### config.mk
export PLATFORM = sky130hd
export DESIGN_NAME = matmul_tile_sequencer
export DESIGN_NICKNAME = d
export VERILOG_FILES = /design/src/rtl/matmul_tile_sequencer.sv
export SDC_FILE = /design/constraint.sdc
export NUM_CORES = 1
export LEC_CHECK = 0
export BUFFER_PORTS_ARGS = -buffer_cell sky130_fd_sc_hd__clkbuf_2
export CORE_ASPECT_RATIO = 1.25
export CORE_MARGIN = 4
export CORE_UTILIZATION = 30
export DETAILED_ROUTE_END_ITERATION = 10
export GPL_TIMING_DRIVEN = 1
export SLEW_MARGIN = 20
export SYNTH_ARGS = -nofsm -noshare
export SYNTH_HDL_FRONTEND = slang
export SYNTH_SLANG_ARGS = --single-unit
export TNS_END_PERCENT = 50
### constraint.sdc
create_clock -name clk -period 5.09 [get_ports clk]
set_input_delay 1.018 -clock clk [delete_from_list [all_inputs] [get_ports clk]]
set_output_delay 1.018 -clock clk [all_outputs]
set_load 0.03 [all_outputs]
### src/rtl/matmul_tile_sequencer.sv
// ---------------------------------------------------------------------------
// matmul_tile_sequencer
//
// Tile-level controller in front of the matmul engine. One top-level start
// walks an M x N x K grid of tiles (K innermost, then N, then M), issuing one
// engine run per tile with A/B/C BRAM base addresses and an accumulate flag,
// and reports a single done at the end.
//
// Optional feature macro: SEQ_TIMEOUT_EN
//   When defined, a watchdog counts cycles in RUN; if the engine has not
//   signalled mm_done after TIMEOUT cycles, error is set (sticky until the
//   next LOAD or reset), mm_start is dropped and the sequence ends in DONE.
//   When undefined, error is tied low and RUN waits indefinitely.
//
// Parameters
//   AWIDTH   : width of the BRAM base-address outputs
//   TW       : width of the tile-count inputs
//   A_STRIDE : words per A tile
//   B_STRIDE : words per B tile
//   C_STRIDE : words per C tile
//   TIMEOUT  : watchdog limit in cycles (SEQ_TIMEOUT_EN only)
//
// Ports
//   clk                      in  : clock, rising edge
//   resetn                   in  : asynchronous active-low reset
//   start                    in  : level request, sampled in IDLE
//   num_m/n/k_tiles [TW]     in  : tile counts, latched in LOAD
//   mm_start                 out : engine start (level, high in RUN)
//   mm_done                  in  : engine done (level)
//   mm_accum                 out : 1 when k != 0 (accumulate into C)
//   a_base/b_base/c_base     out : engine BRAM base addresses
//   busy                     out : high in LOAD, RUN, GAP
//   done                     out : high in DONE
//   error                    out : sticky watchdog flag
// ---------------------------------------------------------------------------
module matmul_tile_sequencer #(
    parameter int AWIDTH   = 10,
    parameter int TW       = 4,
    parameter int A_STRIDE = 16,
    parameter int B_STRIDE = 16,
    parameter int C_STRIDE = 16,
    parameter int TIMEOUT  = 1023
) (
    input  logic              clk,
    input  logic              resetn,
    input  logic              start,
    input  logic [TW-1:0]     num_m_tiles,
    input  logic [TW-1:0]     num_n_tiles,
    input  logic [TW-1:0]     num_k_tiles,
    output logic              mm_start,
    input  logic              mm_done,
    output logic              mm_accum,
    output logic [AWIDTH-1:0] a_base,
    output logic [AWIDTH-1:0] b_base,
    output logic [AWIDTH-1:0] c_base,
    output logic              busy,
    output logic              done,
    output logic              error
);

    typedef enum logic [2:0] {
        S_IDLE,
        S_LOAD,
        S_RUN,
        S_GAP,
        S_DONE
    } state_t;

    localparam logic [AWIDTH-1:0] A_STEP = AWIDTH'(A_STRIDE);
    localparam logic [AWIDTH-1:0] B_STEP = AWIDTH'(B_STRIDE);
    localparam logic [AWIDTH-1:0] C_STEP = AWIDTH'(C_STRIDE);

    if (TIMEOUT < 1) begin : g_bad_timeout
        $error("matmul_tile_sequencer: TIMEOUT must be at least 1");
    end

    // count * stride built from shifted adds of the stride; used once per
    // sequence to form the k-step of the B address (N * B_STRIDE).
    function automatic logic [AWIDTH-1:0] stride_mul(
        input logic [TW-1:0]     cnt,
        input logic [AWIDTH-1:0] stride
    );
        logic [AWIDTH-1:0] acc;
        acc = '0;
        for (int i = 0; i < TW; i++) begin
            if (cnt[i]) begin
                acc = acc + (stride << i);
            end
        end
        return acc;
    endfunction

    state_t            state;
    state_t            state_nxt;

    logic [TW-1:0]     m_max;
    logic [TW-1:0]     n_max;
    logic [TW-1:0]     k_max;
    logic [TW-1:0]     m_idx;
    logic [TW-1:0]     n_idx;
    logic [TW-1:0]     k_idx;

    // a_row holds (m*K)*A_STRIDE, b_col holds n*B_STRIDE, b_kstep N*B_STRIDE.
    logic [AWIDTH-1:0] a_row;
    logic [AWIDTH-1:0] b_col;
    logic [AWIDTH-1:0] b_kstep;
    logic              last_tile;

    logic              k_last;
    logic              n_last;
    logic              m_last;
    logic              any_zero;
    logic              timed_out;
    logic              tile_done;

    assign k_last   = (k_idx == k_max - 1'b1);
    assign n_last   = (n_idx == n_max - 1'b1);
    assign m_last   = (m_idx == m_max - 1'b1);
    assign any_zero = (num_m_tiles == '0) || (num_n_tiles == '0) ||
                      (num_k_tiles == '0);

`ifdef SEQ_TIMEOUT_EN
    localparam int TCW = $clog2(TIMEOUT + 1);

    logic [TCW-1:0] wd_cnt;
    logic           wd_hit;

    // Fires in the last allowed RUN cycle so error and the dropped mm_start
    // appear together exactly TIMEOUT cycles after RUN entry.
    assign wd_hit = (state == S_RUN) && !mm_done && !error &&
                    (wd_cnt == TCW'(TIMEOUT - 1));

    always_ff @(posedge clk or negedge resetn) begin
        if (!resetn) begin
            wd_cnt <= '0;
            error  <= 1'b0;
        end else begin
            if (state == S_RUN) begin
                wd_cnt <= wd_cnt + 1'b1;
            end else begin
                wd_cnt <= '0;
            end
            if (state == S_LOAD) begin
                error <= 1'b0;
            end else if (wd_hit) begin
                error <= 1'b1;
            end
        end
    end

    assign timed_out = error;
`else
    assign error     = 1'b0;
    assign timed_out = 1'b0;
`endif

    assign tile_done = (state == S_RUN) && mm_done && !timed_out;

    always_ff @(posedge clk or negedge resetn) begin
        if (!resetn) begin
            state <= S_IDLE;
        end else begin
            state <= state_nxt;
        end
    end

    always_comb begin
        state_nxt = state;
        case (state)
            S_IDLE: begin
                if (start) begin
                    state_nxt = S_LOAD;
                end
            end
            S_LOAD: begin
                state_nxt = any_zero ? S_DONE : S_RUN;
            end
            S_RUN: begin
                if (timed_out) begin
                    state_nxt = S_DONE;
                end else if (mm_done) begin
                    state_nxt = S_GAP;
                end
            end
            S_GAP: begin
                // Hold off the next run until the engine releases mm_done.
                if (!mm_done) begin
                    state_nxt = last_tile ? S_DONE : S_RUN;
                end
            end
            S_DONE: begin
                if (!start) begin
                    state_nxt = S_IDLE;
                end
            end
            default: state_nxt = S_IDLE;
        endcase
    end

    assign mm_start = (state == S_RUN) && !timed_out;
    assign busy     = (state == S_LOAD) || (state == S_RUN) || (state == S_GAP);
    assign done     = (state == S_DONE);

    // Tile counters and base addresses advance on the RUN->GAP edge, so the
    // new bases are settled throughout GAP and constant for the next RUN.
    always_ff @(posedge clk or negedge resetn) begin
        if (!resetn) begin
            m_max     <= '0;
            n_max     <= '0;
            k_max     <= '0;
            m_idx     <= '0;
            n_idx     <= '0;
            k_idx     <= '0;
            a_base    <= '0;
            b_base    <= '0;
            c_base    <= '0;
            a_row     <= '0;
            b_col     <= '0;
            b_kstep   <= '0;
            mm_accum  <= 1'b0;
            last_tile <= 1'b0;
        end else if (state == S_LOAD) begin
            m_max     <= num_m_tiles;
            n_max     <= num_n_tiles;
            k_max     <= num_k_tiles;
            m_idx     <= '0;
            n_idx     <= '0;
            k_idx     <= '0;
            a_base    <= '0;
            b_base    <= '0;
            c_base    <= '0;
            a_row     <= '0;
            b_col     <= '0;
            b_kstep   <= stride_mul(num_n_tiles, B_STEP);
            mm_accum  <= 1'b0;
            last_tile <= 1'b0;
        end else if (tile_done) begin
            last_tile <= m_last && n_last && k_last;
            if (!k_last) begin
                k_idx    <= k_idx + 1'b1;
                a_base   <= a_base + A_STEP;
                b_base   <= b_base + b_kstep;
                mm_accum <= 1'b1;
            end else begin
                k_idx    <= '0;
                mm_accum <= 1'b0;
                // (m*N+n) advances by one whenever the K loop wraps.
                c_base   <= c_base + C_STEP;
                if (!n_last) begin
                    n_idx  <= n_idx + 1'b1;
                    a_base <= a_row;
                    b_col  <= b_col + B_STEP;
                    b_base <= b_col + B_STEP;
                end else begin
                    n_idx  <= '0;
                    m_idx  <= m_idx + 1'b1;
                    // Last A tile of row m plus one stride is the first of m+1.
                    a_row  <= a_base + A_STEP;
                    a_base <= a_base + A_STEP;
                    b_col  <= '0;
                    b_base <= '0;
                end
            end
        end
    end

endmodule

Yosys cells after proc, flatten, opt, wreduce, memory -nomap -nowiden
Cells that the tools add are included.
- add/sub/neg operators: 13
- equality and inequality tests: 11
- multiplexer cells: 47
- reduce and logical (&&, ||, !) cells: 17
- operators with widths (kind ; number):
    $mux 10 ; 23
    $mux 4 ; 11
    $add 10x5->10 const B ; 3
    $mux 3 ; 6
    $pmux 3 s5 ; 1
    $add 4x1->4 const B ; 3
    $eq 4x4->1 ; 3
    $logic_not 4->1 ; 3
    $sub 4x1->4 const B ; 3
    $add 10x10->10 ; 1
    $add 10x6->10 const B ; 1
    $add 10x7->10 const B ; 1
    $add 10x8->10 const B ; 1
    $eq 3x2->1 const B ; 2
    $ne 2x2->1 const B ; 3
    $reduce_bool 2->1 ; 3
    $mux 1 ; 5
    $mux 5 ; 1
    $logic_or 1x1->1 ; 4
    $reduce_and 4->1 ; 1
    $eq 3x1->1 const B ; 1
    $eq 3x3->1 const B ; 1
    $logic_and 1x1->1 ; 3
    $logic_not 3->1 ; 1
    3 further kinds ; 3
- register bits after elaboration: 89
- output and inout bits: 35

Longest topological paths before layout
- depth in word-level cells: 10
- depth in mapped cells: 9
- depth with buffers taken out: 7

Worst setup path after synthesis
OpenSTA, ideal clock, no wires.
- path kind: register to output
- from: register state[2]
- to: output done
- arrival time: 1.335 ns
- data required time: 4.072 ns
- slack: 2.737 ns
- cell stages (with the launch flop): 4
- path buffers: 1
- cell sequence: dfrtp_1 buf_2 inv_1 nor3_1
- word-level cells in the longest chain between the ends: 1
- ends and longest elaborated chain (what ; line ; RTL):
    from (decl) ; 93 ; state_t state;
    from (signal assigned) ; 163 ; state <= state_nxt;
    $eq 3x3->1 ; 202 ; assign done = (state == S_DONE);
    to (decl) ; 57 ; output logic done,
Every way passes these cells.

Worst setup path after layout
- from: register k_max[0]
- to: register a_base[3]
- word-level cells in the longest chain between the ends: 5
- ends and longest elaborated chain (what ; line ; RTL):
    from (decl) ; 98 ; logic [TW-1:0] k_max;
    from (signal assigned) ; 225 ; k_max <= num_k_tiles;
    $sub 4x1->4 ; 116 ; assign k_last = (k_idx == k_max - 1'b1);
    $eq 4x4->1 ; 116 ;
    $mux 10 ; 239 ; if (!k_last) begin
    $mux 10 ; 237 ; end else if (tile_done) begin
    $mux 10 ; 222 ; end else if (state == S_LOAD) begin
    to (signal assigned) ; 241 ; a_base <= a_base + A_STEP;
    to (signal assigned) ; 251 ; a_base <= a_row;
    to (signal assigned) ; 259 ; a_base <= a_base + A_STEP;
    to (decl) ; 53 ; output logic [AWIDTH-1:0] a_base,
Every way passes these cells. The select of a mux whose other input is x is not followed.
A chain may end at the register's enable or synchronous reset.

==> metrics.md <==
| Metric | Value |
|---|---|
| Status | `finished, final reports clean` |
| Largest family of logic cells by synthesized area | `compound AO/OA/AOI/OAI gates` |
| Period minus WS final | `approximately 2.7 ns` |
| Post-Synth Adder-Cell Area | `approximately 4.7%` |
| Sequential element share of the synthesized area | `~48%` |
| Die width | `110 um` |
| Mux share of post-synthesis cell area | `less than 1%` |
| Post-layout instance area | `between 4000 and 5000 um^2` |
| Final setup viols | `0` |
| Critical path endpoint category | `flip-flop` |
| Setup CP Type | `reg2reg` |
| Port Buf Inserts | `between 40 and 50` |
| Average wire per standard cell | `~16 um` |
| DRT iter0 DRCs | `between 150 and 200` |
| Largest cells by area after synthesis | `dfrtp_1 48%, nand2_1 5.1%, a22o_1 4.2%, ha_1 4.2%, xnor2_1 4.0%` |
| IO Count | `51` |
| Slowest stage cell, crit path | `nor3_2` |
| P&R area growth vs syn | `16.2%` |
| Max Slew Vio Count | `0` |
| Type of origin of the critical path | `flip-flop` |
| Largest net degree at the start of global routing | `76` |
| # rows | `46` |
| Area of the multi-input gates | `roughly 1900 um^2` |
| Cell Pwr Density | `between 600 and 700 nW/um^2` |
| Total track usage | `13.6%` |
| Die area | `roughly 15000 um^2` |
| Worst-case hold slack | `roughly 0.48 ns` |
| #FFs+latches synth | `75` |
| Leak | `between 2 and 2.5 nW` |
| CTS resizes | `0` |
| Worst-path fanout max | `27` |
| Vias/cell | `between 5 and 6` |
| Yosys top cell area share | `between 40 and 50%` |
| Syn Std Cell Area | `3920 um^2` |
| RSZ-0062 raised after global routing | `false` |
| CP Buf/Inv Count | `1` |
| Fin. Hold Viols | `0` |
| Crit share post-route | `a little over half` |
| Via Count | `slightly above 3000` |
| Final Core Density | `35.8%` |
| Simple-gate share of the synthesized area | `15.3%` |
| CTS Hold Bufs | `0` |
| Number of global-route vias before repair | `between 3000 and 4000` |
| Setup TNS | `0 ns` |
| Dpl cell area | `between 4000 and 5000 um^2` |
| Layout cells sized above 1 | `about 17%` |
| Hold Path Class | `reg2reg` |
| Initial antenna violation count | `0` |
| WL final | `9.63 mm` |
| Leading cell types in the layout, fill and taps excluded | `75 x dfrtp_1, 53 x nand2_1, 44 x clkbuf_2` |
| First-pass iteration count of the detailed router | `4` |
| Post-DP HPWL | `~6.6 mm` |
| Clock Sinks | `75` |
| Achievable clock frequency | `about 0.36 GHz` |
| Ys Warns | `0` |
| CTS max path bufs | `2` |
| Clock buffer count from CTS | `9` |
| Postcts setup bufs | `0` |
| Worst path top cell family by delay | `compound AO/OA/AOI/OAI gates` |
| Slew HR | `between 30% and 40%` |
| Async set-reset flop share out of synthesis | `100%` |
| Fillers | `approximately 1300` |
| CTS H-Tree Depth | `3` |
| Syn Area/Cell | `about 10 um^2` |
| Final ANT Viol Nets | `0` |
| Total gr overflow | `0` |
| Worst-path clk slew | `around 0.06 ns` |
| First-pass GRT wire length | `15.8 mm` |
| Worst EP required | `5.36 ns` |
| Slew @ Worst Pin | `0.962 ns` |
| Routability-driven placement congestion ratio | `0.784` |
| Yosys top cell by area | `dfrtp_1` |
| Antenna diodes | `0` |
| Mapped Cells | `387` |
| CTS tree | `yes` |
| Most common cell after layout, fill and taps aside | `dfrtp_1` |
| Die Ht | `136 um` |
| Clk_lat worst skew | `between 0.3 and 0.4 ns` |
| Starting Density | `slightly above 30%` |
| Register area | `between 1500 and 2000 um^2` |
| Post-synth EDFFs | `0` |
| Compound-Gate Fraction of Synth Area | `between 10% and 20%` |
| Post-synthesis xor/xnor area fraction | `around 7.5%` |
| Max cap viols | `0` |
| CTS root buf | `clkbuf_16` |
| Top_reg_cell synth | `dfrtp_1` |
| Clock skew | `around 0.0038 ns` |
| Core area | `12700 um^2` |
| DR DRC count | `0` |
| Max rail drop VDD | `about 0.2 mV` |
| Critical Path AT | `3.02 ns` |
| Max stage delay on crit path | `0.73 ns` |
| Fin nets | `453` |
| CP Cell Sequence | `inv_1 > ha_1 > xnor2_1 > a2111oi_4 > a31oi_4 > nor3_2 > a22o_1` |
| Synth unique cells | `50` |
-- worst paths after layout --
path,start,end,slack (ns),cells after the start
max,k_max[0],a_base[3],2.34,7
min,b_col[3],b_base[3],0.48,1
max reg2reg,k_max[0],a_base[3],2.34,7
min reg2reg,b_col[3],b_base[3],0.48,1
max in group asynchronous,resetn,a_base[7],3.63,1
min in group asynchronous,resetn,b_base[9],0.82,1
-- routing by layer --
layer  global-route usage [%]  vias up  wire length [um]
met3                     4.24       16               482
met4                     5.27        0               206
li1                         -     1466                 -
met1                     17.4     1469              4490
met5                        0        -                 0
met2                     21.3       66              4450
-- where the power goes --
part	total (mW)	internal [mW]	leakage (nW)	switching (mW)
clock network	0.630	0.390	0.145	0.240
registers	0.964	0.764	0.986	0.201
logic	1.24	0.474	0.928	0.764
-- synth_stat cells, drive strengths merged (4+ instances only) --
| cell type | n |
|---|---|
| a21o | 5 |
| a21oi | 19 |
| a22o | 19 |
| a32oi | 4 |
| and2 | 6 |
| buf | 18 |
| clkbuf | 8 |
| dfrtp | 75 |
| ha | 13 |
| inv | 12 |
| nand2 | 53 |
| nand3 | 15 |
| nand4 | 4 |
| nor2 | 10 |
| nor3 | 15 |
| nor4 | 5 |
| o211ai | 4 |
| o21ai | 28 |
| o31ai | 4 |
| or3 | 6 |
| xnor2 | 18 |
| xor2 | 10 |
-- stage by stage --
stage	power, mW	instances	setup WS (ns)
4_1_cts	2.85	596	1.95
5_1_grt	3.04	596	2.06
2_1_floorplan	1.90	391	2.74
3_3_place_gp	2.17	580	1.79
3_5_place_dp	2.20	580	1.65
6_report	2.83	596	2.34
-- sequential cells by signal, indices dropped and copies added, names as in the netlist, 4 cells and up --
name,flops
k_max,4
b_kstep,4
b_col,10
m_max,4
k_idx,4
c_base,6
a_row,10
m_idx,4
n_idx,4
a_base,10
b_base,10
-- logic make-up (layout without fill, tap and decap cells) --
kind of cell / Yosys count / count (layout)
muxes: 2 / 2
DFF: 75 / 75
and+or+nand+nor: 122 / 122
xor gates and xnor gates: 30 / 30
AOI/OAI and AO/OA: 105 / 105
other: 1 / 5
adders and majority gates: 14 / 14
buffers and inverters: 38 / 75
-- worst reg2reg max path: stages, from the launching register on --
cell       delay, ns
dfrtp_1         0.39
inv_1           0.07
ha_1            0.30
xnor2_1         0.17
a2111oi_4       0.43
a31oi_4         0.34
nor3_2          0.74
a22o_1          0.26
-- cell type report --
class	count	area share, %
Clock inverter	5	1.15
Timing Repair Buffer	47	5.33
Multi-Input combinational cell	278	41.3
Inverter	12	0.990
Tap cell	168	4.62
Clock buffer	11	5.33
Sequential cell	75	41.2
(Power assumes the default switching activity.)
